## config.mk

```make
export PLATFORM = sky130hd
export DESIGN_NAME = hs_ram_arbiter
export DESIGN_NICKNAME = d
export VERILOG_FILES = /design/src/rtl/hs_ram_arbiter.sv
export SDC_FILE = /design/constraint.sdc
export NUM_CORES = 1
export LEC_CHECK = 0
export BUFFER_PORTS_ARGS = -buffer_cell sky130_fd_sc_hd__buf_2
export CAP_MARGIN = 15
export CORE_ASPECT_RATIO = 0.75
export CORE_MARGIN = 5
export CORE_UTILIZATION = 36
export DETAILED_ROUTE_END_ITERATION = 12
export GPL_ROUTABILITY_DRIVEN = 0
export MAX_ROUTING_LAYER = met4
export PLACE_DENSITY = 0.79
export SYNTH_ARGS = -nofsm -noshare
export SYNTH_HDL_FRONTEND = slang
export SYNTH_SLANG_ARGS = --single-unit
export TNS_END_PERCENT = 5
```

## constraint.sdc

```tcl
create_clock -name clk_sys -period 2 [get_ports clk_sys]
set_input_delay 0.1 -clock clk_sys [delete_from_list [all_inputs] [get_ports clk_sys]]
set_output_delay 0.1 -clock clk_sys [all_outputs]
set_load 0.03 [all_outputs]
```

## src/rtl/hs_ram_arbiter.sv

```systemverilog
// Arbitrates the work-RAM write port between the Z80 CPU and the hiscore engine.
// The CPU is paused and a settle delay elapses before the hiscore engine is granted.
module hs_ram_arbiter #(
    parameter int unsigned          ADDR_W   = 16,
    parameter logic [ADDR_W-1:0]    WIN_BASE = 'h6000,
    parameter int unsigned          WIN_BITS = 11,
    parameter int unsigned          SETTLE   = 2
) (
    input  logic                clk_sys,
    input  logic                reset,
    input  logic [ADDR_W-1:0]   cpu_addr,
    input  logic [7:0]          cpu_wdata,
    input  logic                cpu_ce,
    input  logic                cpu_we,
    output logic [7:0]          cpu_rdata,
    input  logic [ADDR_W-1:0]   hs_address,
    input  logic [7:0]          hs_data_in,
    input  logic                hs_write,
    input  logic                hs_access_read,
    input  logic                hs_access_write,
    output logic [7:0]          hs_data_out,
    input  logic                paused,
    output logic                cpu_hold,
    output logic                hs_granted,
    output logic                range_err,
    output logic [WIN_BITS-1:0] ram_addr,
    output logic [7:0]          ram_wdata,
    output logic                ram_we,
    input  logic [7:0]          ram_rdata
);

    typedef enum logic [2:0] {
        StIdle,
        StHold,
        StSettle,
        StGrant,
        StRelease
    } state_e;

    state_e      r_state;
    state_e      w_state_next;
    logic [3:0]  r_cnt;
    logic [3:0]  w_cnt_next;
    logic [7:0]  r_hs_data;
    logic        r_hs_prev_in_win;
    logic        r_range_err;

    logic [ADDR_W-1:0] w_cpu_off;
    logic [ADDR_W-1:0] w_hs_off;
    logic              w_cpu_in_win;
    logic              w_hs_in_win;
    logic              w_intent;

    // Unsigned wrap-around makes addresses below the base land far outside the window.
    assign w_cpu_off    = cpu_addr - WIN_BASE;
    assign w_hs_off     = hs_address - WIN_BASE;
    assign w_cpu_in_win = (w_cpu_off[ADDR_W-1:WIN_BITS] == '0);
    assign w_hs_in_win  = (w_hs_off[ADDR_W-1:WIN_BITS] == '0);
    assign w_intent     = hs_access_read | hs_access_write;

    assign cpu_rdata   = ram_rdata;
    assign hs_data_out = r_hs_data;
    assign range_err   = r_range_err;

    always_comb begin
        w_state_next = r_state;
        w_cnt_next   = r_cnt;
        case (r_state)
            StIdle: begin
                if (w_intent) w_state_next = StHold;
            end
            StHold: begin
                if (!w_intent) begin
                    w_state_next = StRelease;
                end else if (paused) begin
                    if (SETTLE == 0) begin
                        w_state_next = StGrant;
                    end else begin
                        w_state_next = StSettle;
                        w_cnt_next   = 4'(SETTLE);
                    end
                end
            end
            StSettle: begin
                if (!w_intent) begin
                    w_state_next = StRelease;
                end else if (!paused) begin
                    w_state_next = StHold;
                end else if (r_cnt <= 4'd1) begin
                    w_state_next = StGrant;
                end else begin
                    w_cnt_next = r_cnt - 4'd1;
                end
            end
            StGrant: begin
                if (!w_intent) begin
                    w_state_next = StRelease;
                end else if (!paused) begin
                    w_state_next = StHold;
                end
            end
            StRelease: begin
                w_state_next = StIdle;
            end
            default: begin
                w_state_next = StIdle;
            end
        endcase
    end

    always_comb begin
        cpu_hold   = (r_state == StHold) || (r_state == StSettle) || (r_state == StGrant);
        hs_granted = (r_state == StGrant);
        ram_addr   = w_cpu_off[WIN_BITS-1:0];
        ram_wdata  = cpu_wdata;
        ram_we     = 1'b0;
        case (r_state)
            StIdle: begin
                ram_we = cpu_ce & cpu_we & w_cpu_in_win;
            end
            StGrant: begin
                ram_addr  = w_hs_off[WIN_BITS-1:0];
                ram_wdata = hs_data_in;
                // A falling pause acknowledge blocks the write in the same cycle.
                ram_we    = hs_write & w_hs_in_win & paused;
            end
            default: begin
                ram_we = 1'b0;
            end
        endcase
        if (reset) ram_we = 1'b0;
    end

    always_ff @(posedge clk_sys) begin
        if (reset) begin
            r_state          <= StIdle;
            r_cnt            <= 4'd0;
            r_hs_data        <= 8'h00;
            r_hs_prev_in_win <= 1'b0;
            r_range_err      <= 1'b0;
        end else begin
            r_state          <= w_state_next;
            r_cnt            <= w_cnt_next;
            r_hs_prev_in_win <= w_hs_in_win;
            if (r_state == StGrant) begin
                r_hs_data <= r_hs_prev_in_win ? ram_rdata : 8'h00;
                if ((hs_write | w_intent) & !w_hs_in_win) r_range_err <= 1'b1;
            end
        end
    end

endmodule

```

==> flow_metrics.py, run 1 <==
metrics = {
    "outcome": {
        "status": "completed",
    },
    "grt": {
        "grt_use_met3": 0.0370,
        "grt_pass1_wl_um": 5420,
        "grt_use_total": 0.161,
        "met1_usage": 0.203,
        "overflow": 0,
        "antenna_found_initial": 0,
        "grt.busiest_layer": "met2",
        "grt_max_degree": 30,
        "grt_pass1_vias": 1344,
        "use_met2": 0.259,
    },
    "floorplan": {
        "row_count": 17,
        "dieArea_um2": 4220,
        "chipWidth_um": 73.4,
        "io_pins": 103,
        "coreArea_um2": 2910,
        "initial_core_util": 0.372,
        "dieHeight_um": 57.5,
    },
    "yosys": {
        "synth.avg_cell_area_um2": 6.53,
        "synth-seq-area-share": 0.314,
        "syn-num-nets": 232,
        "netlist_area_um2": 1080,
        "ys_warn_count": 0,
        "syn_inst": 166,
        "synth-seq-cells": 17,
        "yosysUniqueCellTypes": 32,
    },
    "clocking": {
        "cts_root_buffer": "clkbuf_8",
        "cts_tree": "yes",
        "clock-sinks": 17,
        "clk_pin_slew_ns": 0.06,
        "cts_buffer_depth": 2,
        "postCtsSetupRepairBufs": 0,
        "hold_buffers": 0,
        "cts_made_buffers": 3,
        "htreeDepth": 1,
        "cts_resized": 0,
        "clk_latency_ns": 0.25,
    },
    "placed_design": {
        "placed_cells": 291,
        "hpwl_um": 2730,
        "port_buffers": 102,
    },
    "layout": {
        "layout_commonest_cell": "buf_2",
        "synthToLayoutAreaGrowth_pct": 47.5,
        "layout.nets": 324,
        "layout_common_cells": "102 x buf_2, 68 x nand2_1, 17 x dfxtp_1",
        "drive_gt1_frac": 0.428,
        "final_cells": 295,
        "antenna_cells": 0,
    },
    "worst_setup_path": {
        "path_max_fanout": 5,
        "worstSetupPathType": "reg -> reg",
        "cp.arrival_ns": 1.86,
        "reg2reg_from": "r_cnt[0]",
        "r2r_setup_slack_ns": 0.29,
        "reg2reg_depth": 6,
        "critPathLaunchType": "flop",
        "worstSetupEndpointType": "flop",
        "critical_path_required_ns": 2.16,
        "rr_endpoint": "r_cnt[1]",
    },
    "timing": {
        "finalCritPeriodShare": 0.853,
        "fin_skew_ns": 0.00225,
        "drv_slew": 0,
        "slew_headroom": 0.683,
        "hold_viol": 0,
        "timing.setup.tns_ns": 0,
        "setup_viol": 0,
        "worst_pin_slew_ns": 0.470,
        "max_freq_mhz": 586,
        "rsz0062_at_grt": "false",
        "period_needed_ns": 1.71,
    },
    "route": {
        "wirelength_um": 3330,
        "firstDrtPassIters": 4,
        "vias": 1381,
        "wire_per_inst_um": 11.3,
        "drt_iter0_markers": 62,
        "antenna_left": 0,
        "drcViolationCount": 0,
        "routed_via_density": 4.68,
    },
    "power_and_ir_drop": {
        "p_leak_nw": 0.847,
        "ir_drop_mv": 0.370,
        "pwr_density_cell_nw_per_um2": 522,
        "p_total_w": 0.000834,
    },
    "min_path": {
        "hold_path.class": "in -> reg",
        "hold_path_end": "hs_data_out[6]",
        "holdCritStartpoint": "ram_rdata[6]",
        "holdPathStages": 3,
    },
    "run": {
        "cap_violations": 0,
    },
}
## state kept, by name, indices dropped and copies added (netlist names)
| name | flops |
|---|---|
| r_cnt | 4 |
| range_err | 1 |
| hs_data_out | 8 |
| r_state | 3 |
| r_hs_prev_in_win | 1 |
## through the flow
step                      worst slack, ns  cell area, um^2  hold slack (ns)   util
after floorplan                     0.425             1080            0.267      -
after global placement              0.358             1550            0.390  0.532
after detailed placement            0.285             1550            0.394  0.532
after CTS                           0.290             1600            0.129  0.548
after global routing                0.114             1600            0.132  0.548
final                               0.294             1600            0.131  0.548
## critical path: stages (launching register included)
cell	delay, ns
dfxtp_1	0.38
inv_1	0.08
ha_1	0.22
or2_2	0.33
and3b_1	0.21
o21a_1	0.17
a311oi_1	0.22
## kinds of logic after synthesis
family / count (synthesis) / synth area share
flip-flops: 17 / 0.314
XOR/XNOR: 1 / 0.00808
adder cells (fa/ha/maj): 2 / 0.0231
AO/OA/AOI/OAI: 23 / 0.129
buffers and inverters: 20 / 0.107
AND/OR/NAND/NOR: 103 / 0.418
## cells in the mapped netlist
library cell | count | area (um^2)
clkbuf_1 | 4 | 15.0
a311oi_1 | 2 | 17.5
o22ai_1 | 1 | 6.26
dfxtp_1 | 17 | 340
nand3_1 | 10 | 50.1
nor4_1 | 2 | 12.5
nor2b_1 | 2 | 12.5
or4_1 | 1 | 7.51
or2_2 | 1 | 6.26
inv_1 | 3 | 11.3
xnor2_1 | 1 | 8.76
a21oi_1 | 11 | 55.1
buf_1 | 1 | 3.75
or3_1 | 2 | 12.5
and3b_1 | 1 | 8.76
buf_4 | 8 | 60.1
ha_1 | 2 | 25.0
buf_2 | 3 | 15.0
nand2_1 | 68 | 255
nand2b_1 | 1 | 6.26
nor4b_1 | 2 | 17.5
o21a_1 | 1 | 7.51
nor2_1 | 9 | 33.8
a31oi_1 | 2 | 12.5
nand3b_1 | 1 | 7.51
o311ai_0 | 1 | 8.76
nand4_1 | 1 | 6.26
a211oi_2 | 1 | 12.5
nor3b_1 | 1 | 7.51
buf_6 | 1 | 11.3
or3b_1 | 1 | 8.76
o21ai_0 | 4 | 20.0
## how the worst max path moves through the flow
stage / from / endpoint / slack [ns] / depth (start not counted)
after floorplan: r_cnt[0] / r_cnt[1] / 0.42 / 6
after global placement: r_cnt[0] / r_cnt[1] / 0.36 / 6
after detailed placement: r_cnt[0] / r_cnt[2] / 0.29 / 6
after CTS: r_cnt[0] / r_cnt[2] / 0.29 / 6
after global routing: r_cnt[0] / r_cnt[1] / 0.11 / 6
final: r_cnt[0] / r_cnt[1] / 0.29 / 6
## routing by layer
metal | routed length (um) | up-vias
li1 | - | 724
met1 | 1450 | 596
met2 | 1550 | 57
met3 | 287 | 4
met4 | 48 | 0
met5 | 0 | -
## power breakdown
group          internal (W)  total, W  switching, W
Sequential         0.000343  0.000350    0.00000619
Combinational     0.0000928  0.000238      0.000145
Clock              0.000138  0.000247      0.000109
## area by class of cell
type / instances / area (um^2)
multi-input cells: 129 / 627
flip-flops and latches: 17 / 340
clock buffers: 3 / 41.3
clock inverters: 1 / 5.00
inverters: 3 / 11.3
well taps: 38 / 47.5
fillers: 307 / 1320
repair buffers: 104 / 526
Power figures use the tool's default switching activity.
==> inputs of run 2 (changes only) <==
Settings changed: CORE_UTILIZATION 36 to 37, CTS_BUF_LIST set to sky130_fd_sc_hd__clkbuf_4, PLACE_DENSITY 0.79 to 0.81, TNS_END_PERCENT 5 to 20.
==> run 2 against run 1 <==
  * Clock skew grew 0.0024 ns
  * Non-clock buffer count did not move
  * Hold slack lost 0.037 ns
  * Via count decreased by 2.4%
  * Highest routed layer unchanged
  * First-iteration DRC count is 9.7% lower
  * Final area shrank 0.23%
==> flow_metrics.py, run 2 (synthesized netlist as in run 1, its figures left out) <==
metrics = {
    "outcome": {
        "status": "completed",
    },
    "grt": {
        "overflow": 0,
        "antenna_found_initial": 0,
        "grt_pass1_vias": 1323,
        "grt_pass1_wl_um": 5520,
        "grt_use_total": 0.167,
        "grt_max_degree": 28,
    },
    "layout": {
        "layout_commonest_cell": "buf_2",
        "largest_reg_flops": 8,
        "layout.nets": 324,
        "synthToLayoutAreaGrowth_pct": 47.1,
        "layout_common_cells": "102 x buf_2, 68 x nand2_1, 17 x dfxtp_1",
        "antenna_cells": 0,
        "drive_gt1_frac": 0.428,
    },
    "timing": {
        "drv_slew": 0,
        "hold_viol": 0,
        "timing.setup.tns_ns": 0,
        "period_needed_ns": 1.84,
        "slew_headroom": 0.700,
        "setup_viol": 0,
        "rsz0062_at_grt": "false",
        "fin_skew_ns": 0.00463,
        "finalCritPeriodShare": 0.921,
        "worst_pin_slew_ns": 0.445,
        "max_freq_mhz": 543,
    },
    "route": {
        "wire_per_inst_um": 11.4,
        "firstDrtPassIters": 4,
        "antenna_left": 0,
        "vias": 1348,
        "routed_via_density": 4.57,
        "drcViolationCount": 0,
        "drt_iter0_markers": 56,
        "wirelength_um": 3360,
    },
    "floorplan": {
        "chipWidth_um": 72.5,
        "initial_core_util": 0.377,
        "row_count": 17,
        "io_pins": 103,
        "dieArea_um2": 4120,
        "coreArea_um2": 2870,
        "dieHeight_um": 56.9,
    },
    "min_path": {
        "holdPathStages": 3,
        "hold_path.class": "in -> reg",
        "holdCritStartpoint": "ram_rdata[1]",
        "hold_path_end": "hs_data_out[1]",
    },
    "power_and_ir_drop": {
        "ir_drop_mv": 0.272,
        "p_total_w": 0.000780,
        "pwr_density_cell_nw_per_um2": 489,
        "p_leak_nw": 0.842,
    },
    "clocking": {
        "cts_root_buffer": "clkbuf_4",
        "cts_buffer_depth": 2,
        "clock-sinks": 17,
        "htreeDepth": 1,
        "hold_buffers": 0,
        "clk_latency_ns": 0.28,
        "cts_tree": "yes",
        "clk_pin_slew_ns": 0.10,
        "cts_made_buffers": 3,
        "cts_resized": 0,
        "postCtsSetupRepairBufs": 0,
    },
    "worst_setup_path": {
        "cp-startpoint": "r_state[2]",
        "critPathSlowestCell": "dfxtp_1",
        "critPathLaunchType": "flop",
        "r2r_setup_slack_ns": 0.28,
        "path_max_fanout": 9,
        "reg2reg_depth": 6,
        "rr_endpoint": "r_cnt[2]",
        "cp.arrival_ns": 1.74,
        "worstSetupEndpointType": "output pin",
        "worstSetupPathType": "reg -> out",
        "critical_path_required_ns": 1.90,
        "crit_chain": "nand3b_1 -> inv_1 -> nand3_1 -> o22ai_1 -> nor2b_1 -> buf_2",
        "cpPeakStageDelay_ns": 0.41,
        "reg2reg_from": "r_cnt[0]",
    },
    "placed_design": {
        "port_buffers": 102,
        "hpwl_um": 2730,
    },
    "run": {
        "cap_violations": 0,
    },
}
run 2: cell count changes in the layout (fill, tap and decap cells not counted):
| cell | change |
|---|---|
| buf_12 | +1 |
| buf_4 | -1 |
| clkbuf_4 | +4 |
| clkbuf_8 | -3 |
| clkinv_2 | -1 |
run 2: worst max path at each step:
stage | endpoint | cells after the start
floorplan | r_cnt[1] | 6
global placement | r_cnt[2] | 6
detailed placement | r_cnt[1] | 6
CTS | ram_we | 6
global route | ram_we | 6
finish | ram_we | 6
run 2: cell type report:
cell class              count  area, um^2
clock buffers               4        30.0
fillers                   294        1280
inverters                   3        11.3
multi-input cells         129         627
flip-flops and latches     17         340
well taps                  38        47.5
repair buffers            104         538
run 2: critical path, delay by kind of cell (launching register included):
| kind | cells | cell delay (ns) |
|---|---|---|
| and+or+nand+nor | 3 | 0.48 |
| DFF | 1 | 0.41 |
| AOI/OAI and AO/OA | 1 | 0.11 |
| buffers and inverters | 2 | 0.47 |
run 2: metrics by stage:
stage,setup slack [ns],utilization,std cells,instance area [um^2],hold WS [ns]
after global placement,0.361,0.545,291,1560,0.387
after CTS,0.131,0.555,295,1590,0.0801
after global routing,0.0186,0.555,295,1590,0.0790
after floorplan,0.425,-,166,1080,0.267
final,0.158,0.555,295,1590,0.0941
after detailed placement,0.303,0.545,291,1560,0.392
run 2: layer usage:
layer,wire (um),up-vias,GRT usage,part of all wire
li1,-,725,-,-
met1,1530,567,0.206,0.46
met2,1560,54,0.268,0.46
met3,247,2,0.0394,0.073
met4,19,0,0.0500,0.0057
met5,0,-,-,0
run 2: power breakdown:
part,total [W],switching [W],internal (W)
sequential,0.000349,0.00000644,0.000343
clock,0.000192,0.000101,0.0000910
combinational,0.000238,0.000145,0.0000936
==> inputs of run 3 (changes only) <==
Settings changed: RECOVER_POWER set to 100.
==> run 3 against run 2 <==
  * Clock skew shrank 0.00067 ns
  * Routed wire length grew 0.42%
  * Sequential share of layout area grew 0.32 points
  * Flip-flop and latch count is the same
  * Clock power is essentially flat
  * Total power shrank 0.41%
  * Largest cell class unchanged
==> flow_metrics.py, run 3 (synthesized netlist as in run 1, its figures left out) <==
metrics = {
    "outcome": {
        "status": "completed",
    },
    "layout": {
        "drive_gt1_frac": 0.354,
        "synthToLayoutAreaGrowth_pct": 44.9,
        "layout_commonest_cell": "nand2_1",
        "fin_area_um2": 1570,
        "layout.nets": 324,
        "layout_common_cells": "68 x nand2_1, 65 x buf_2, 19 x clkbuf_1",
        "largest_reg_flops": 8,
        "antenna_cells": 0,
        "final_core_util": 0.547,
    },
    "floorplan": {
        "chipWidth_um": 72.5,
        "io_pins": 103,
        "initial_core_util": 0.377,
        "row_count": 17,
        "coreArea_um2": 2870,
        "dieHeight_um": 56.9,
        "dieArea_um2": 4120,
    },
    "power_and_ir_drop": {
        "pwr_density_cell_nw_per_um2": 495,
        "p_total_w": 0.000777,
        "ir_drop_mv": 0.269,
        "p_leak_nw": 0.777,
    },
    "placed_design": {
        "hpwl_um": 2730,
        "port_buffers": 102,
        "postPlaceCellArea_um2": 1560,
        "post-place-ws_ns": 0.303,
    },
    "route": {
        "drcViolationCount": 0,
        "routed_via_density": 4.58,
        "wire_per_inst_um": 11.4,
        "drt_iter0_markers": 61,
        "wirelength_um": 3380,
        "firstDrtPassIters": 4,
        "antenna_left": 0,
        "vias": 1352,
    },
    "min_path": {
        "hold_path_end": "hs_data_out[0]",
        "holdCritStartpoint": "ram_rdata[0]",
        "holdPathStages": 3,
        "hold_path.class": "in -> reg",
    },
    "timing": {
        "rsz0062_at_grt": "false",
        "max_freq_mhz": 544,
        "setup_viol": 0,
        "hold_viol": 0,
        "fin_ws_ns": 0.160,
        "slew_headroom": 0.700,
        "drv_slew": 0,
        "finalCritPeriodShare": 0.920,
        "period_needed_ns": 1.84,
        "worst_pin_slew_ns": 0.445,
        "timing.setup.tns_ns": 0,
        "fin_skew_ns": 0.00395,
    },
    "clocking": {
        "cts_resized": 0,
        "htreeDepth": 1,
        "clk_latency_ns": 0.28,
        "hold_buffers": 0,
        "cts_root_buffer": "clkbuf_4",
        "cts_buffer_depth": 2,
        "cts_tree": "yes",
        "clock-sinks": 17,
        "cts_made_buffers": 3,
        "clk_pin_slew_ns": 0.09,
        "postCtsSetupRepairBufs": 0,
    },
    "worst_setup_path": {
        "crit_chain": "nand3b_1 -> inv_1 -> nand3_1 -> o22ai_1 -> nor2b_1 -> buf_2",
        "path_max_fanout": 9,
        "critPathLaunchType": "flop",
        "rr_endpoint": "r_cnt[2]",
        "worstSetupPathType": "reg -> out",
        "cpPeakStageDelay_ns": 0.41,
        "reg2reg_depth": 6,
        "critical_path_required_ns": 1.90,
        "critPathSlowestCell": "dfxtp_1",
        "r2r_setup_slack_ns": 0.28,
        "cp.arrival_ns": 1.74,
        "reg2reg_from": "r_cnt[0]",
        "worstSetupEndpointType": "output pin",
    },
    "run": {
        "cap_violations": 0,
    },
    "grt": {
        "grt_use_total": 0.167,
        "antenna_found_initial": 0,
        "overflow": 0,
        "grt_pass1_wl_um": 5520,
        "grt_max_degree": 28,
        "grt_pass1_vias": 1323,
    },
}
## run 3: through the flow
stage / instances / hold slack [ns]
4_1_cts: 295 / 0.0801
5_1_grt: 295 / 0.0807
2_1_floorplan: 166 / 0.267
6_report: 295 / 0.0945
3_5_place_dp: 291 / 0.392
3_3_place_gp: 291 / 0.387
## run 3: critical path, delay by kind of cell (launching register included)
kind / cells / cell delay [ns]
compound gates: 1 / 0.11
buf+inv: 2 / 0.47
simple gates: 3 / 0.48
flops: 1 / 0.41
## run 3: layer usage
layer / part of all wire / up-vias / global-route usage
li1: - / 726 / -
met3: 0.077 / 2 / 0.0394
met1: 0.46 / 570 / 0.206
met5: 0 / - / -
met2: 0.46 / 54 / 0.268
met4: 0.0056 / 0 / 0.0500
## run 3: where the power goes
part	switching (W)	internal, W	total [W]	leakage [nW]
combinational	0.000146	0.0000896	0.000235	0.621
clock	0.000101	0.0000910	0.000192	0.0184
sequential	0.00000646	0.000343	0.000349	0.137
total	0.000253	0.000524	0.000777	0.777
## run 3: worst max-delay path by stage
stage | start | to | slack (ns) | cells after the start
final | r_state[2] | ram_we | 0.16 | 6
after global routing | r_state[2] | ram_we | 0.02 | 6
after CTS | r_state[2] | ram_we | 0.13 | 6
after detailed placement | r_cnt[0] | r_cnt[1] | 0.30 | 6
after global placement | r_cnt[0] | r_cnt[2] | 0.36 | 6
after floorplan | r_cnt[0] | r_cnt[1] | 0.42 | 6
## run 3: layout make-up
cell class / instances / area (um^2)
Inverter: 3 / 11.3
Sequential cell: 17 / 340
Multi-Input combinational cell: 129 / 627
Fill cell: 308 / 1300
Clock buffer: 4 / 30.0
Tap cell: 38 / 47.5
Timing Repair Buffer: 104 / 514
